$ cat src/rtl/bcom_tx_arb.sv
// Frame-level arbiter and byte sequencer for the shared RS232 transmitter.
// Two requesters, round-robin on contention, watchdog on a silent transmitter.
module bcom_tx_arb #(
    parameter int P_TOUT = 1024
) (
    input  logic       clk,
    input  logic       ic_rst,
    input  logic [1:0] ic_req,
    input  logic [7:0] id_dw0,
    input  logic [7:0] id_dw1,
    input  logic [1:0] ic_last,
    input  logic       ic_txbusy,
    output logic       oc_txena,
    output logic [7:0] od_txdw,
    output logic [1:0] oc_gnt,
    output logic [1:0] oc_ack,
    output logic       od_err,
    output logic [2:0] od_state
);

    typedef enum logic [2:0] {
        S_IDLE  = 3'd0,
        S_LOAD  = 3'd1,
        S_SEND  = 3'd2,
        S_WBUSY = 3'd3,
        S_WDONE = 3'd4,
        S_ACK   = 3'd5
    } state_t;

    localparam logic [15:0] TOUT_M1 = 16'(P_TOUT - 1);

    state_t      state_q, state_d;
    logic        sel_q, sel_d;
    logic        lserv_q, lserv_d;
    logic        last_q, last_d;
    logic [7:0]  txdw_q, txdw_d;
    logic        err_q, err_d;
    logic [15:0] wdog_q, wdog_d;

    logic [1:0]  sel_oh;
    logic [7:0]  dw_sel;
    logic [15:0] wdog_inc;

    assign sel_oh   = sel_q ? 2'b10 : 2'b01;
    assign dw_sel   = sel_q ? id_dw1 : id_dw0;
    assign wdog_inc = wdog_q + 16'd1;

    always_ff @(posedge clk) begin
        if (ic_rst) begin
            state_q <= S_IDLE;
            sel_q   <= 1'b0;
            lserv_q <= 1'b1;
            last_q  <= 1'b0;
            txdw_q  <= 8'h00;
            err_q   <= 1'b0;
            wdog_q  <= 16'd0;
        end else begin
            state_q <= state_d;
            sel_q   <= sel_d;
            lserv_q <= lserv_d;
            last_q  <= last_d;
            txdw_q  <= txdw_d;
            err_q   <= err_d;
            wdog_q  <= wdog_d;
        end
    end

    always_comb begin
        state_d  = state_q;
        sel_d    = sel_q;
        lserv_d  = lserv_q;
        last_d   = last_q;
        txdw_d   = txdw_q;
        err_d    = err_q;
        wdog_d   = wdog_q;
        oc_txena = 1'b0;
        oc_ack   = 2'b00;
        oc_gnt   = sel_oh;
        unique case (state_q)
            S_IDLE: begin
                oc_gnt = 2'b00;
                // On contention, serve whoever was not served last
                unique case (ic_req)
                    2'b01: begin sel_d = 1'b0;     state_d = S_LOAD; end
                    2'b10: begin sel_d = 1'b1;     state_d = S_LOAD; end
                    2'b11: begin sel_d = ~lserv_q; state_d = S_LOAD; end
                    default: ;
                endcase
            end
            S_LOAD: begin
                if (!ic_req[sel_q]) begin
                    state_d = S_IDLE;
                end else begin
                    txdw_d  = dw_sel;
                    last_d  = ic_last[sel_q];
                    state_d = S_SEND;
                end
            end
            S_SEND: begin
                oc_txena = 1'b1;
                wdog_d   = 16'd0;
                state_d  = S_WBUSY;
            end
            S_WBUSY: begin
                if (ic_txbusy) begin
                    state_d = S_WDONE;
                end else begin
                    wdog_d = wdog_inc;
                    // Abort the frame when the count reaches P_TOUT-1
                    if (wdog_inc == TOUT_M1) begin
                        err_d   = 1'b1;
                        lserv_d = sel_q;
                        state_d = S_IDLE;
                    end
                end
            end
            S_WDONE: begin
                if (!ic_txbusy) state_d = S_ACK;
            end
            S_ACK: begin
                oc_ack = sel_oh;
                if (last_q) begin
                    lserv_d = sel_q;
                    state_d = S_IDLE;
                end else begin
                    state_d = S_LOAD;
                end
            end
            default: state_d = S_IDLE;
        endcase
    end

    assign od_txdw  = txdw_q;
    assign od_err   = err_q;
    assign od_state = state_q;

endmodule
$ cat config.mk
export PLATFORM = sky130hd
export DESIGN_NAME = bcom_tx_arb
export DESIGN_NICKNAME = d
export VERILOG_FILES = /design/src/rtl/bcom_tx_arb.sv
export SDC_FILE = /design/constraint.sdc
export NUM_CORES = 1
export LEC_CHECK = 0
export BUFFER_PORTS_ARGS = -buffer_cell sky130_fd_sc_hd__buf_2
export CELL_PAD_IN_SITES_DETAIL_PLACEMENT = 1
export CELL_PAD_IN_SITES_GLOBAL_PLACEMENT = 1
export CORE_MARGIN = 1
export CORE_UTILIZATION = 30
export CTS_CLUSTER_DIAMETER = 150
export DETAILED_ROUTE_END_ITERATION = 10
export HOLD_SLACK_MARGIN = 0.1
export MAX_ROUTING_LAYER = met4
export PLACE_DENSITY = 0.69
export SETUP_SLACK_MARGIN = 0.15
export SLEW_MARGIN = 0
export SYNTH_ARGS = -nofsm -noshare
export SYNTH_HDL_FRONTEND = slang
export SYNTH_SLANG_ARGS = --single-unit
$ cat constraint.sdc
create_clock -name clk -period 5.7 [get_ports clk]
set_clock_uncertainty 0.1 [all_clocks]
set_input_delay 0.855 -clock clk [delete_from_list [all_inputs] [get_ports clk]]
set_output_delay 0.855 -clock clk [all_outputs]
set_load 0.03 [all_outputs]
# == Word level (Yosys, flattened, before mapping) ==
# Cells that the tools add are included.
# word_totals
register_bits,31
elab_cells,60
# classes
add_sub_neg,1
n_lt_le_gt_ge,1
n_eq_ne,15
mux,23
bitwise_logic,2
n_reduce_logical,11
# op_table
cell,count
$pmux W16 S2,1
$pmux W3 S6,1
$add A16 B1 Y16 const B,1
$eq A16 B10 Y1 const B,1
$mux W16,1
$mux W3,4
$ne A2 B2 Y1 const B,5
$mux W1,9
$mux W2,4
$mux W8,1
$eq A3 B2 Y1 const B,2
$eq A3 B3 Y1 const B,2
$reduce_and A2 Y1,3
$reduce_and A3 Y1,2
$eq A2 B2 Y1 const B,2
$reduce_and A4 Y1,1
$reduce_bool A2 Y1,2
$eq A3 B1 Y1 const B,1
$logic_not A3 Y1,1
$ne A3 B3 Y1 const B,1
$pmux W1 S3,1
$reduce_bool A3 Y1,1
$reduce_or A3 Y1,1
$eq A2 B1 Y1 const B,1
3 further kinds,4

# == Longest topological paths before layout ==
# Gate-level depths: netlist of run 1.
# depth
depth_word,5
depth_mapped,8
depth_no_buf,8

# == Worst setup path before layout of run 1 ==
# OpenSTA, ideal clock, no wires.
# synth_path
path_type,register to output
from,"register state_q[2], in the netlist od_state[2]"
to,output oc_ack[0]
t_arrival_ns,1.491
required_time_ns,4.745
setup_slack_ns,3.254
path_stages_with_launch,4
n_path_buf,1
cell_sequence,dfxtp_1 -> buf_2 -> nand2_1 -> nor3_1
# synth_via
elab_chain_cells,2
# synth_rtl
element,line,source
start: declaration,32,"state_t state_q, state_d;"
start signal: assignment,58,state_q <= state_d;
$eq A3 B3 Y1,79,unique case (state_q)
$mux W2,79,
end: declaration,16,"output logic [1:0] oc_ack,"
# Every way passes these cells.

# == Final worst setup path of run 1 ==
# layout_path
from,"register state_q[1], in the netlist od_state[1]"
to,output oc_txena
# layout_via
elab_chain_cells,2
# layout_rtl
element,line,source
$eq A3 B2 Y1,79,
$mux W1,79,
end: declaration,13,"output logic oc_txena,"
# Every way passes these cells.

==> results.cfg, run 1 <==
[worst_hold_path]
min-delay-start = od_err
holdPathStages = 1
hp-class = register to register
hold_end = od_err

[flow_run]
max-cap-violations = 0

[critical_path]
worstPathRequired_ps = 4740
r2r-end = od_txdw[6]
r2r-start = sel_q
start_kind = register
cp_max_fo = 11
arrival_ps = 1750
ff2ff_path_depth = 4
end_kind = output port
critPathKind = register to output port
r2r_slack_ps = 3360

[pwr]
p_sw_mw = 0.141
p_seq_share_pct = 44.1
vdd_drop_max_uv = 126
share_comb_of_total_power_pct = 13.0
switching_share_pct = 26.5
cellPowerDensity_nw_per_um2 = 250
clkPwrFrac_pct = 42.9
internal_power_mw = 0.391
leakage_nw = 0.800

[layout]
nFillCells = 744
post-route-util_pct = 35.8
nets = 281
num_antenna_cells = 0
multiInputGateArea_um2 = 1090
syn_to_final_growth_pct = 15.0
drive_above_1_share_pct = 22.6
seq_area_um2 = 621

[sta]
fin_ws_ps = 2990
hold_viol = 0
fmax_mhz = 369
slew_headroom_pct = 39.5
rsz0062_at_grt = false
finalMaxSlewViolations = 0
fin_crit_ps = 2710
timing.final.crit_share_pct = 47.5
setup_viol = 0
final.setup.tns_ps = 0
worst-slew-pin-transition_ps = 904

[yosys]
synth-seq-cells = 31
synth_fp_nets = 253
synth_edf_count = 0
avgSynthCellArea_um2 = 8.14
netlist_instances = 228
syn_area_um2 = 1860
synthTopCellsByArea = dfxtp_1 33%, nor2_1 8.7%, mux2i_1 5.9%, a21oi_1 4.9%, a211oi_1 4.4%
yosysWarnings = 0
synth-main-ff-cell = dfxtp_1
synth-async-reset-ratio_pct = 0
yosysSeqAreaShare_pct = 33.4
synth_top_area_cell = dfxtp_1
synth_cell_types = 50
yosysTopAreaCellShare_pct = 33.4

[die]
die_w_um = 80.7
initial_core_util_pct = 31.2
die_y_um = 80.7
num_rows = 28
num_io_pins = 40
die-area_um2 = 6510
core_um2 = 5960

[drt]
viasPerCell = 5.22
drt-initial-drc-count = 58
ant_nets = 0
post_drt_wl_per_cell_um = 13.8
dr.pass1.iters = 4
wl_um = 4600
post-route-drc-count = 0
vias = 1732

[place]
io_buffers = 39
dpl.hpwl_um = 3360
place.gp.congestion = 0.746
dp_slack_ps = 3190

[clock_network]
post_cts_buffers = 0
tritoncts = built
clock_latency_ps = 290
cts_resized = 0
clk_pin_slew_worst_paths_ps = 70
cts_htree_levels = 2
holdBufCountCts = 0
cts_root_buf = clkbuf_8
cts.sinks = 31
clock_path_buffers = 2
cts_buffers = 5

[grt]
grt_pass1_wl_um = 7930
gr-usage-all-layers_pct = 16.2
grt_antenna_before_repair = 0
grt_max_degree = 31
grt_pass1_vias = 1688
gr-total-overflow = 0

[outcome]
status = finished clean
## placed cells by master, fill, tap and decap left out, drive strengths merged, types with 2 or more instances in the layout
cell type | Yosys | routed
a211oi | 11 | 11
nand3b | 2 | 2
mux2i | 11 | 11
nand2b | 2 | 2
and3 | 2 | 2
nand4 | 7 | 7
a311oi | 3 | 3
a31oi | 2 | 2
a21oi | 18 | 18
nand3 | 5 | 5
or3b | 2 | 2
nor4 | 3 | 3
dfxtp | 31 | 31
nand2 | 15 | 15
clkbuf | 7 | 6
nand4b | 2 | 2
inv | 5 | 5
and2 | 2 | 2
ha | 2 | 2
nor2 | 43 | 43
nor3 | 12 | 12
buf | 11 | 39
xnor2 | 6 | 6
o21ai | 11 | 11
## per-layer routing
layer,up-vias,global-route usage (%),wire (um)
li1,876,-,-
met3,6,3.75,206
met2,40,25.2,2110
met5,-,-,0
met1,810,21.1,2230
met4,0,3.75,48
## critical path, cell delays in order (launching register included)
cell,delay (ps)
dfxtp_1,590
or3b_1,500
inv_1,160
buf_2,220
## through the flow
step                hold WS, ps  instances  instance area (um2)  power [mW]
floorplan                   380        228                 1860       0.289
global placement            354        324                 2020       0.308
detailed placement          364        324                 2020       0.310
CTS                         380        332                 2130       0.541
global route                388        332                 2130       0.557
finish                      376        332                 2130       0.533
## power groups by stage
stage                     Clock, mW  Combinational [mW]  Sequential, mW
after global placement            0              0.0690           0.239
final                         0.229              0.0691           0.235
after global routing          0.245              0.0761           0.236
after floorplan                   0              0.0437           0.245
after detailed placement          0              0.0701           0.240
after CTS                     0.236              0.0701           0.235
## synth_stat cells, types with 3 or more instances
cell type / n
a211oi_1: 11
a21oi_1: 18
a311oi_1: 3
buf_2: 6
buf_6: 4
clkbuf_1: 5
dfxtp_1: 31
inv_1: 5
mux2i_1: 11
nand2_1: 14
nand3_1: 4
nand4_1: 6
nor2_1: 43
nor3_1: 11
o21ai_0: 6
o21ai_1: 4
xnor2_1: 6
## cells by family (layout without fill, tap and decap cells)
group	count (synthesis)	in the layout	share of synthesized area [%]
simple gates	101	101	29.6
compound gates	54	54	18.9
flops	31	31	33.4
buf+inv	23	52	7.95
mux	11	11	5.93
xor+xnor	6	6	2.83
fa+ha+maj	2	2	1.35
## final cells by class
cell class	instances	area share (%)
Multi-Input combinational cell	174	51.0
Sequential cell	31	29.1
Timing Repair Buffer	39	9.14
Tap cell	75	4.40
Clock buffer	6	3.87
Clock inverter	2	1.64
Inverter	5	0.879
## flip-flops by register name (all words and copies together), names as in the netlist
name	flops
sel_q	1
od_err	1
od_txdw	8
od_state	3
last_q	1
lserv_q	1
wdog_q	16
## worst max path at each step
stage	startpoint	endpoint	slack, ps	depth (start not counted)
6_report	od_state[1]	oc_txena	2990	3
5_1_grt	od_state[1]	oc_txena	2910	3
4_1_cts	od_state[1]	oc_txena	2970	3
3_5_place_dp	ic_txbusy	lserv_q	3190	5
3_3_place_gp	ic_txbusy	lserv_q	3240	5
2_1_floorplan	od_state[2]	oc_ack[0]	3250	3
(Power assumes the default switching activity.)
==> run 2: changes to the inputs <==
--- a/config.mk
+++ b/config.mk
@@ -5,6 +5,7 @@
 export SDC_FILE = /design/constraint.sdc
 export NUM_CORES = 1
 export LEC_CHECK = 0
+export ABC_AREA = 1
 export BUFFER_PORTS_ARGS = -buffer_cell sky130_fd_sc_hd__buf_2
 export CELL_PAD_IN_SITES_DETAIL_PLACEMENT = 1
 export CELL_PAD_IN_SITES_GLOBAL_PLACEMENT = 1
@@ -14,7 +15,7 @@
 export DETAILED_ROUTE_END_ITERATION = 10
 export HOLD_SLACK_MARGIN = 0.1
 export MAX_ROUTING_LAYER = met4
-export PLACE_DENSITY = 0.69
+export PLACE_DENSITY = 0.75
 export SETUP_SLACK_MARGIN = 0.15
 export SLEW_MARGIN = 0
 export SYNTH_ARGS = -nofsm -noshare
==> constraint.sdc (replaced) <==
create_clock -name clk -period 2.2 [get_ports clk]
set_clock_uncertainty 0.1 [all_clocks]
set_input_delay 0.33 -clock clk [delete_from_list [all_inputs] [get_ports clk]]
set_output_delay 0.33 -clock clk [all_outputs]
set_load 0.03 [all_outputs]
==> run 2 against run 1 <==
  * Total power rose to 2.6 times the previous value
  * Wire length rose by 14%
  * Setup slack got worse by 2700 ps
  * Sequential share of layout area fell by 0.97 points
  * Flip-flop and latch count did not move
  * Synthesized area fell by 4.6%
  * Synthesized cell count rose by 21%
  * Clock power rose to 2.7 times the previous value
==> results.cfg, run 2 <==
[layout]
layout_common_cells = 81 x nand2_1, 39 x buf_2, 29 x inv_1, 25 x dfxtp_1, 21 x a21oi_1
nFillCells = 777
drive_above_1_share_pct = 27.6
nets = 347
top_register = wdog_q
num_antenna_cells = 0
fin_area_um2 = 2270
syn_to_final_growth_pct = 28.3
layout_commonest_cell = nand2_1
post-route-util_pct = 40.5
largest_reg_flops = 16

[critical_path]
start_kind = register
crit_path_max_incr_delay_ps = 370
worst_path_most_repeated_cell = nand2_1
critPathKind = register to register
path_cells = ha_4 -> nand2_4 -> nor2_4 -> nand3_2 -> nand2_2 -> nand3_2 -> nor2_1 -> nand2_1 -> nor2_2 -> nand3_1 -> nand2_1 -> nand2_1 -> nand2_1 -> nand3_1
path_buf_inv = 0
cp_max_fo = 5
worstPathRequired_ps = 2270
arrival_ps = 2000
cp_top_family = simple AND/OR/NAND/NOR gates
worst_path_max_delay_cell = dfxtp_4
end_kind = register

[yosys]
synth_cell_types = 27
avgSynthCellArea_um2 = 6.39
netlist_instances = 277
synthAdderAreaFrac_pct = 1.41
synth-seq-cells = 31
synth_top_cells_by_count = 84 x nand2_1, 31 x dfxtp_1, 30 x inv_1
yosysSeqAreaShare_pct = 35.1
synth-main-ff-cell = dfxtp_1
synth_edf_count = 0
yosys.area_share.simple_pct = 38.7
yosysTopAreaCellShare_pct = 35.1
synth_compound_area_share_pct = 14.7
synth_top_family_by_area = simple AND/OR/NAND/NOR gates
synth_top_area_cell = dfxtp_1
syn_area_um2 = 1770
synthXorXnorAreaFrac_pct = 1.48
yosysWarnings = 0
synth-async-reset-ratio_pct = 0
synth_mux_area_share_pct = 0
synthTopCellsByArea = dfxtp_1 35%, nand2_1 18%, inv_1 6.4%, nand3_1 6.2%, a21oi_1 5.9%
synth_most_common_cell = nand2_1
synth_fp_nets = 302

[sta]
setup_viol = 0
final.setup.tns_ps = 0
fin_crit_ps = 1930
rsz0062_at_grt = true
timing.final.crit_share_pct = 87.6
hold_slack_ps = 197
slew_headroom_pct = 67.7
finalMaxSlewViolations = 0
fmax_mhz = 519
hold_viol = 0
worst-slew-pin-transition_ps = 481

[clock_network]
holdBufCountCts = 0
clk_pin_slew_worst_paths_ps = 70
clock_latency_ps = 290
cts_htree_levels = 2
cts_root_buf = clkbuf_8
clock_path_buffers = 2
tritoncts = built
cts_buffers = 5
cts.sinks = 31

[grt]
gr-total-overflow = 0
use_met3_pct = 4.37
grt_pass1_vias = 1940
use_met2_pct = 32.5
gr-usage-met1_pct = 22.7
gr-usage-all-layers_pct = 19.4
grt_pass1_wl_um = 9090
grt_antenna_before_repair = 0
grt_max_degree = 21
busiest_layer = met2

[drt]
post-route-drc-count = 0
wl_um = 5250
viasPerCell = 4.91
dr.pass1.iters = 4
vias = 1940
post_drt_wl_per_cell_um = 13.3
drt-initial-drc-count = 73
ant_nets = 0

[die]
die-area_um2 = 6210
initial_core_util_pct = 31.6
num_io_pins = 40
core_um2 = 5610
die_y_um = 78.8
num_rows = 27
die_w_um = 78.8

[pwr]
vdd_drop_max_uv = 272
leakage_nw = 0.926
total_power_mw = 1.41
cellPowerDensity_nw_per_um2 = 620

[flow_run]
max-cap-violations = 0

[place]
place.gp.congestion = 0.816
dpl.hpwl_um = 3860
dpl-instance-area_um2 = 2060
io_buffers = 39

[outcome]
status = finished clean

[worst_hold_path]
hp-class = primary input to register
-- run 2: area by class of cell --
type | instances | area, um2 | area share (%)
clock inverters | 2 | 35.0 | 1.54
well taps | 72 | 90.1 | 3.97
repair buffers | 46 | 248 | 10.9
clock buffers | 6 | 82.6 | 3.64
flip-flops and latches | 31 | 638 | 28.1
multi-input cells | 207 | 1060 | 46.7
inverters | 31 | 116 | 5.12
-- run 2: timing repair --
action                                  4_1_cts  5_1_grt
gates resized for setup                       2       25
pin swaps                                     0       12
endpoints found under the setup margin        2        3
setup buffers                                 0        2
-- run 2: final timing paths --
path              from          to  slack, ps  cells after the start
max          wdog_q[1]     lserv_q        270                     14
min          id_dw0[7]  od_txdw[7]        200                      3
max reg2reg  wdog_q[1]     lserv_q        270                     14
min reg2reg     od_err      od_err        390                      2
-- run 2: power by group --
part / internal [mW] / switching (mW)
registers: 0.579 / 0.0153
logic: 0.0634 / 0.143
clock network: 0.367 / 0.241
total: 1.01 / 0.399
-- run 2: metrics by stage --
step | std cells | worst slack [ps]
final | 395 | 274
after global routing | 395 | 117
after CTS | 393 | 163
after detailed placement | 385 | 125
after global placement | 385 | 243
after floorplan | 277 | 235
-- run 2: metal layers --
metal,share of wire [%],up-vias
li1,-,989
met1,49,900
met2,46,43
met3,3.7,8
met4,1.6,0
met5,0,-
-- run 2: cell families (layout without fill, tap and decap cells) --
family | count (synthesis) | in the layout
xor gates and xnor gates | 3 | 3
and+or+nand+nor | 154 | 154
DFF | 31 | 31
buffers and inverters | 39 | 85
adders and majority gates | 2 | 2
AOI/OAI and AO/OA | 48 | 48
-- run 2: worst reg2reg max path: stages (launching register included) --
cell,delay (ps)
dfxtp_4,370
ha_4,180
nand2_4,70
nor2_4,170
nand3_2,90
nand2_2,80
nand3_2,70
nor2_1,100
nand2_1,70
nor2_2,160
nand3_1,100
nand2_1,90
nand2_1,50
nand2_1,50
nand3_1,60
